File: config.mk
export PLATFORM = sky130hd
export DESIGN_NAME = mem_access_stage
export DESIGN_NICKNAME = d
export VERILOG_FILES = /design/src/rtl/mem_access_stage_pkg.sv /design/src/rtl/mem_access_stage_timeout_ctr.sv /design/src/rtl/mem_access_stage.sv
export SDC_FILE = /design/constraint.sdc
export NUM_CORES = 1
export LEC_CHECK = 0
export ABC_AREA = 1
export BUFFER_PORTS_ARGS = -buffer_cell sky130_fd_sc_hd__buf_2
export CAP_MARGIN = 20
export CORE_MARGIN = 2
export CORE_UTILIZATION = 45
export DETAILED_ROUTE_END_ITERATION = 8
export PLACE_DENSITY_LB_ADDON = 0.1
export SKIP_LAST_GASP = 1
export SLEW_MARGIN = 5
export SYNTH_ARGS = -nofsm -noshare
export SYNTH_HDL_FRONTEND = slang
export SYNTH_HIERARCHICAL = 1
export SYNTH_SLANG_ARGS = --single-unit
export TNS_END_PERCENT = 10
File: constraint.sdc
create_clock -name clk -period 2.05 [get_ports clk]
set_input_delay 0.205 -clock clk [delete_from_list [all_inputs] [get_ports clk]]
set_output_delay 0.205 -clock clk [all_outputs]
set_load 0.1 [all_outputs]
File: src/rtl/mem_access_stage_pkg.sv
// Shared types and widths for the memory-access pipeline stage.
package mem_access_stage_pkg;

    localparam int REG_ADDR_W         = 4;
    localparam int DATA_W             = 16;
    localparam int CTR_W              = 8;
    localparam int TIMEOUT_CYCLES_DEF = 15;

    typedef enum logic [1:0] {
        IDLE = 2'd0,
        WAIT = 2'd1,
        RESP = 2'd2
    } state_t;

    // Instruction fields held for the duration of an outstanding access
    typedef struct packed {
        logic                  we;
        logic                  wb_sel;
        logic                  wr_en;
        logic [REG_ADDR_W-1:0] rd;
        logic [DATA_W-1:0]     result;
        logic [DATA_W-1:0]     wdata;
    } mem_req_t;

endpackage

File: src/rtl/mem_access_stage_timeout_ctr.sv
// Wait-cycle counter; expired asserts once the count reaches LIMIT.
module mem_timeout_ctr
    import mem_access_stage_pkg::*;
#(
    parameter int LIMIT = TIMEOUT_CYCLES_DEF
) (
    input  logic clk,
    input  logic reset,
    input  logic clear,
    input  logic enable,
    output logic expired
);

    localparam logic [CTR_W-1:0] LIMIT_C = CTR_W'(LIMIT);

    logic [CTR_W-1:0] cnt;

    always_ff @(posedge clk or posedge reset) begin
        if (reset)
            cnt <= '0;
        else if (clear)
            cnt <= '0;
        else if (enable && !expired)
            cnt <= cnt + 1'b1;
    end

    assign expired = (cnt == LIMIT_C);

endmodule

File: src/rtl/mem_access_stage.sv
// MEM stage: pass-through for ALU ops, req/ack access to data memory for
// loads/stores with upstream stall and a sticky timeout flag.
module mem_access_stage
    import mem_access_stage_pkg::*;
#(
    parameter int ADDR_W         = 16,
    parameter int TIMEOUT_CYCLES = TIMEOUT_CYCLES_DEF
) (
    input  logic                  clk,
    input  logic                  reset,
    input  logic                  valid_in,
    input  logic                  mem_read_in,
    input  logic                  mem_write_in,
    input  logic                  wb_sel_in,
    input  logic                  wr_en_in,
    input  logic [REG_ADDR_W-1:0] rd_in,
    input  logic [DATA_W-1:0]     result_in,
    input  logic [DATA_W-1:0]     store_data_in,
    output logic                  dmem_req,
    output logic                  dmem_we,
    output logic [ADDR_W-1:0]     dmem_addr,
    output logic [DATA_W-1:0]     dmem_wdata,
    input  logic                  dmem_ack,
    input  logic [DATA_W-1:0]     dmem_rdata,
    output logic                  wb_sel_out,
    output logic                  wr_en_out,
    output logic [REG_ADDR_W-1:0] rd_out,
    output logic [DATA_W-1:0]     mem_out,
    output logic [DATA_W-1:0]     result_out,
    output logic                  stall,
    output logic                  timeout_err
);

    state_t            state, next_state;
    mem_req_t          lat;
    logic [DATA_W-1:0] mem_q;
    logic              start;
    logic              expired;

    assign start = valid_in & (mem_read_in | mem_write_in);

    mem_timeout_ctr #(.LIMIT(TIMEOUT_CYCLES)) u_ctr (
        .clk     (clk),
        .reset   (reset),
        .clear   ((state != WAIT) | dmem_ack),
        .enable  (state == WAIT),
        .expired (expired)
    );

    always_ff @(posedge clk or posedge reset) begin
        if (reset)
            state <= IDLE;
        else
            state <= next_state;
    end

    always_comb begin
        next_state = state;
        case (state)
            IDLE:    if (start) next_state = WAIT;
            WAIT:    if (dmem_ack || expired) next_state = RESP;
            RESP:    next_state = IDLE;
            default: next_state = IDLE;
        endcase
    end

    always_ff @(posedge clk or posedge reset) begin
        if (reset) begin
            lat         <= '0;
            mem_q       <= '0;
            timeout_err <= 1'b0;
        end else begin
            if (state == IDLE && start) begin
                lat.we     <= mem_write_in & ~mem_read_in;
                lat.wb_sel <= wb_sel_in;
                lat.wr_en  <= wr_en_in;
                lat.rd     <= rd_in;
                lat.result <= result_in;
                lat.wdata  <= store_data_in;
            end
            // Ack wins over an expiry landing in the same cycle
            if (state == WAIT) begin
                if (dmem_ack) begin
                    mem_q <= lat.we ? '0 : dmem_rdata;
                end else if (expired) begin
                    mem_q       <= '0;
                    timeout_err <= 1'b1;
                end
            end
        end
    end

    assign dmem_we    = lat.we;
    assign dmem_addr  = lat.result[ADDR_W-1:0];
    assign dmem_wdata = lat.wdata;

    always_comb begin
        dmem_req   = 1'b0;
        stall      = 1'b0;
        wr_en_out  = 1'b0;
        wb_sel_out = lat.wb_sel;
        rd_out     = lat.rd;
        result_out = lat.result;
        mem_out    = mem_q;
        case (state)
            IDLE: begin
                wb_sel_out = wb_sel_in;
                rd_out     = rd_in;
                result_out = result_in;
                mem_out    = '0;
                stall      = start;
                wr_en_out  = wr_en_in & valid_in & ~start;
            end
            WAIT: begin
                dmem_req = ~expired;
                stall    = 1'b1;
            end
            RESP:    wr_en_out = lat.wr_en;
            default: ;
        endcase
        // Reset must silence the pipeline controls even before state settles
        if (reset) begin
            dmem_req  = 1'b0;
            stall     = 1'b0;
            wr_en_out = 1'b0;
        end
    end

endmodule

### After elaboration in Yosys (flattened, before gate mapping)

Index checks and enable logic that the tools add are counted.
Widths: inputs -> output; s select.

* reduce and logical (&&, ||, !) cells: 10
* bitwise operators: 10
* equality and inequality tests: 6
* add/subtract/negate cells: 1
* muxes and demuxes: 18

Operators by type and width (number)
* $mux 16: 5
* $mux 8: 2
* $add 8x1->8 const B: 1
* $eq 8x4->1 const B: 1
* $mux 1: 5
* $and 1x1->1: 4
* $mux 2: 2
* $mux 4: 1
* $ne 2x2->1 const B: 2
* $not 1->1: 4
* $pmux 1 s2: 2
* $pmux 2 s2: 1
* $reduce_and 2->1: 2
* $reduce_bool 2->1: 2
* $reduce_and 3->1: 1
* $eq 2x1->1 const B: 1
* $eq 2x2->1 const B: 1
* $logic_and 1x1->1: 2
* $logic_not 2->1: 1
* $ne 2x1->1 const B: 1
* $or 1x1->1: 2
* $logic_not 1->1: 1
* $logic_or 1x1->1: 1

* input port bits: 60
* word-level logic and storage cells: 55
* output and inout port bits: 74
* flip-flop bits (word level): 66

### Logic depth before layout (Yosys ltp)

* depth in word-level cells: 6
* depth in mapped cells: 9
* depth with buffers taken out: 8

### Cells and area by module

Netlist, hierarchy kept.

By module, submodules not included
* mem_access_stage: cells an instance 411, times used 1, area an instance 3164.3 µm², sequential area each 1451.4 µm²
* mem_timeout_ctr: cells an instance 68, times used 1, area an instance 496.7 µm², sequential area each 200.2 µm²

### Worst setup path after synthesis

Ideal clock, no wire load.

* path type: input port to output port
* start: input port reset
* end: output port dmem_req
* required time: 1.845 ns
* arrival time: 3.687 ns
* path slack: -1.842 ns
* cell stages on the path: 3
* buffers on the path: 0
* cells stage by stage: inv_1 -> nand2_1 -> nor3_1

* longest elaborated chain between the ends: 1

RTL lines
* start: declaration: RTL line mem_access_stage.sv:10 `input logic reset,`
* $mux 1: RTL line mem_access_stage.sv:122 `if (reset) begin`
* end: declaration: RTL line mem_access_stage.sv:19 `output logic dmem_req,`

Every way passes these cells.

### Worst setup path in the final report

* start: register state[0]
* end: output port mem_out[2]

* longest elaborated chain between the ends: 2

RTL lines
* start: declaration: RTL line mem_access_stage.sv:34 `state_t state, next_state;`
* start signal: assignment: RTL line mem_access_stage.sv:54 `state <= next_state;`
* $logic_not 2->1: RTL line mem_access_stage.sv:105 `case (state)`
* $mux 16: RTL line mem_access_stage.sv:105
* end: declaration: RTL line mem_access_stage.sv:28 `output logic [DATA_W-1:0] mem_out,`

Every way passes these cells.

==> out/qor.csv <==
stage;metric;value;unit
synthesis;yosys.area.top_type_share;45.1;%
detailed_routing;wl_per_cell;13.3;um
synthesis;yosysMostFrequentCell;nand2_1;
synthesis;synth_flop_cell;dfrtp_1;
synthesis;synth.avg_cell_area;7.64;um2
timing;fin_crit;1990;ps
pwr;power-per-cell-area;1720;nW/um2
synthesis;synthTopCellsByArea;dfrtp_1 (45%), nand2_1 (17%), buf_4 (7.2%);
critical_path;path_class;reg -> out;
timing;worst_clock_skew;6.02;ps
detailed_routing;vias_per_cell;5.01;
clock_tree;clock_path_buffers;2;
timing;rsz0062_at_grt;yes;
timing;slew_headroom;50.9;%
place;placed_area;4500;um2
clock_tree;clock_sinks;66;
place;dp_hpwl;6.36;mm
detailed_routing;drt-total-wl;9.00;mm
critical_path;crit_arrival;1780;ps
detailed_routing;vias;3392;
layout;syn2layout_area_growth;29.5;%
run;cap_violations;0;
timing;maxSlewViolCount;0;
critical_path;path_cells;nor2_4 -> buf_12 -> nor2_1 -> buf_2;
global_routing;grt_pass1_vias;3173;
detailed_routing;firstDrtPassIters;4;
clock_tree;cts_tree;done;
clock_tree;cts_setup_buffers;0;
global_routing;grt_pass1_wl;15.0;mm
layout;fillers;732;
critical_path;cp-end-kind;primary output;
layout;drive_above_1_share;31.1;%
clock_tree;htreeDepth;3;
place;gp_congestion;0.864;
floorplanning;start_util;46.9;%
synthesis;ys_top_cells_by_count;nand2_1 (165), dfrtp_1 (66), nand4_1 (42);
clock_tree;cts_buffers;9;
synthesis;synth_top_area_cell;dfrtp_1;
synthesis;synth-seq-cells;66;
clock_tree;clock_latency;330;ps
detailed_routing;drt-initial-drc-count;217;
critical_path;cp-start-kind;flip-flop;
timing;hold_viol_final;0;
min_path;hp-class;in -> reg;
global_routing;grt_remaining_overflow;0;
timing;setup_violations;0;
synthesis;ys_async_sr_fraction;100;%
timing;fmaxAchievable;503;MHz
timing;finalWorstSetupSlack;60.4;ps
synthesis;syn_nets;540;
synthesis;ys_types;23;
critical_path;required;1850;ps
synthesis;seq_area_frac_synth;45.1;%
floorplanning;io_pins;134;
global_routing;grt_max_degree;59;
detailed_routing;drtAntennaViolNets;0;
timing;whs;122;ps
detailed_routing;drc;0;
global_routing;globalRouteTotalUtil;21.1;%
layout;fin_nets;633;
layout;finish.instance_area;4740;um2
layout;layout.cells.non_filler;677;
synthesis;syn_area;3660;um2
pwr;vdd_drop_max;0.916;mV
timing;tightest_slew;736;ps
floorplanning;die_h;94.2;um
floorplanning;core-area;7810;um2
timing;finalCritPeriodShare;97.1;%
synthesis;synth_edf_count;0;
pwr;leakage;2.57;nW
floorplanning;die_width;94.2;um
critical_path;slowest_stage;dfrtp_1;
place;dp_cells;662;
critical_path;cp_max_fo;36;
global_routing;antenna_found_initial;0;
clock_tree;path_clk_slew;70;ps
pwr;total_power;8.15;mW
place;port_buffers;133;
clock_tree;root_buffer;clkbuf_8;
floorplanning;die-area;8870;um2
critical_path;cpPeakStageDelay;620;ps
place;post-place-ws;329;ps
floorplanning;rows;32;
synthesis;synth_cells;479;
status;outcome;completed;
layout;num_antenna_cells;0;
synthesis;yosysWarningCount;6;
==> worst max-delay path: cells and delay by family (launching register included) <==
family / cells / cell delay, ps
AND/OR/NAND/NOR: 2 / 200
flip-flops: 1 / 620
buffers and inverters: 2 / 620
==> placed cells by master, fill, tap and decap left out, drive strengths merged, types with 12 or more instances in the layout <==
| cell type | count |
|---|---|
| buf | 144 |
| clkbuf | 12 |
| dfrtp | 66 |
| inv | 34 |
| nand2 | 167 |
| nand3 | 24 |
| nand4 | 42 |
| nor2 | 33 |
| o21ai | 41 |
==> repair_timing <==
| item | 4_1_cts | 5_1_grt |
|---|---|---|
| gates resized for setup | 1 | 1 |
| endpoints found under the hold margin | 8 | 0 |
| hold buffers | 1 | 0 |
| endpoints found under the setup margin | 3 | 11 |
| pin swaps | 0 | 0 |
==> report_power, final <==
| group | total [mW] | leakage (nW) | switching [mW] | internal, mW |
|---|---|---|---|---|
| logic | 5.02 | 1.60 | 3.94 | 1.07 |
| registers | 1.90 | 0.847 | 0.237 | 1.66 |
| clock network | 1.23 | 0.115 | 0.463 | 0.772 |
==> layer usage <==
metal	GRT usage [%]	wire (um)	up-vias
li1	-	-	1694
met1	28.9	3970	1572
met2	34.3	4340	114
met3	3.21	569	12
met4	6.88	119	0
met5	0	0	-
==> through the flow <==
stage / setup TNS [ps] / utilization (%)
final: 0 / 60.7
after global routing: -18.1 / 60.7
after CTS: 0 / 60.7
after detailed placement: 0 / 57.6
after global placement: 0 / 57.6
after floorplan: -4410 / -
==> state kept, by name, summed over array words and instances (netlist names) <==
name	count
dmem_we	1
timeout_err	1
lat	6
u_ctr/cnt	8
state	2
dmem_wdata	16
mem_q	16
dmem_addr	16
==> kinds of logic (layout without fill, tap and decap cells) <==
group	count (synthesis)	after routing	synth area share [%]
flip-flops	66	66	45.1
AND/OR/NAND/NOR	267	267	32.3
AO/OA/AOI/OAI	45	45	7.11
XOR/XNOR	2	2	0.479
adder cells (fa/ha/maj)	1	1	0.342
buffers and inverters	98	194	14.7
==> final timing paths <==
check | slack [ps] | from | cells past startpoint | to
max | 60 | state[0] | 4 | mem_out[2]
min reg2reg | 470 | lat[32] | 2 | lat[32]
min | 120 | store_data_in[7] | 3 | dmem_wdata[7]
max reg2reg | 290 | state[0] | 7 | u_ctr/cnt[3]
max in group asynchronous | 860 | reset | 4 | dmem_wdata[0]
min in group asynchronous | 420 | reset | 3 | u_ctr/cnt[2]
==> cell type report <==
class	count	area, um2	share of cell area, %
Timing Repair Buffer	145	1110	23.4
Sequential cell	66	1650	34.8
Clock inverter	2	60.1	1.27
Multi-Input combinational cell	315	1490	31.5
Clock buffer	12	165	3.48
Tap cell	102	128	2.69
Inverter	35	135	2.85
Power figures use the tool's default switching activity.
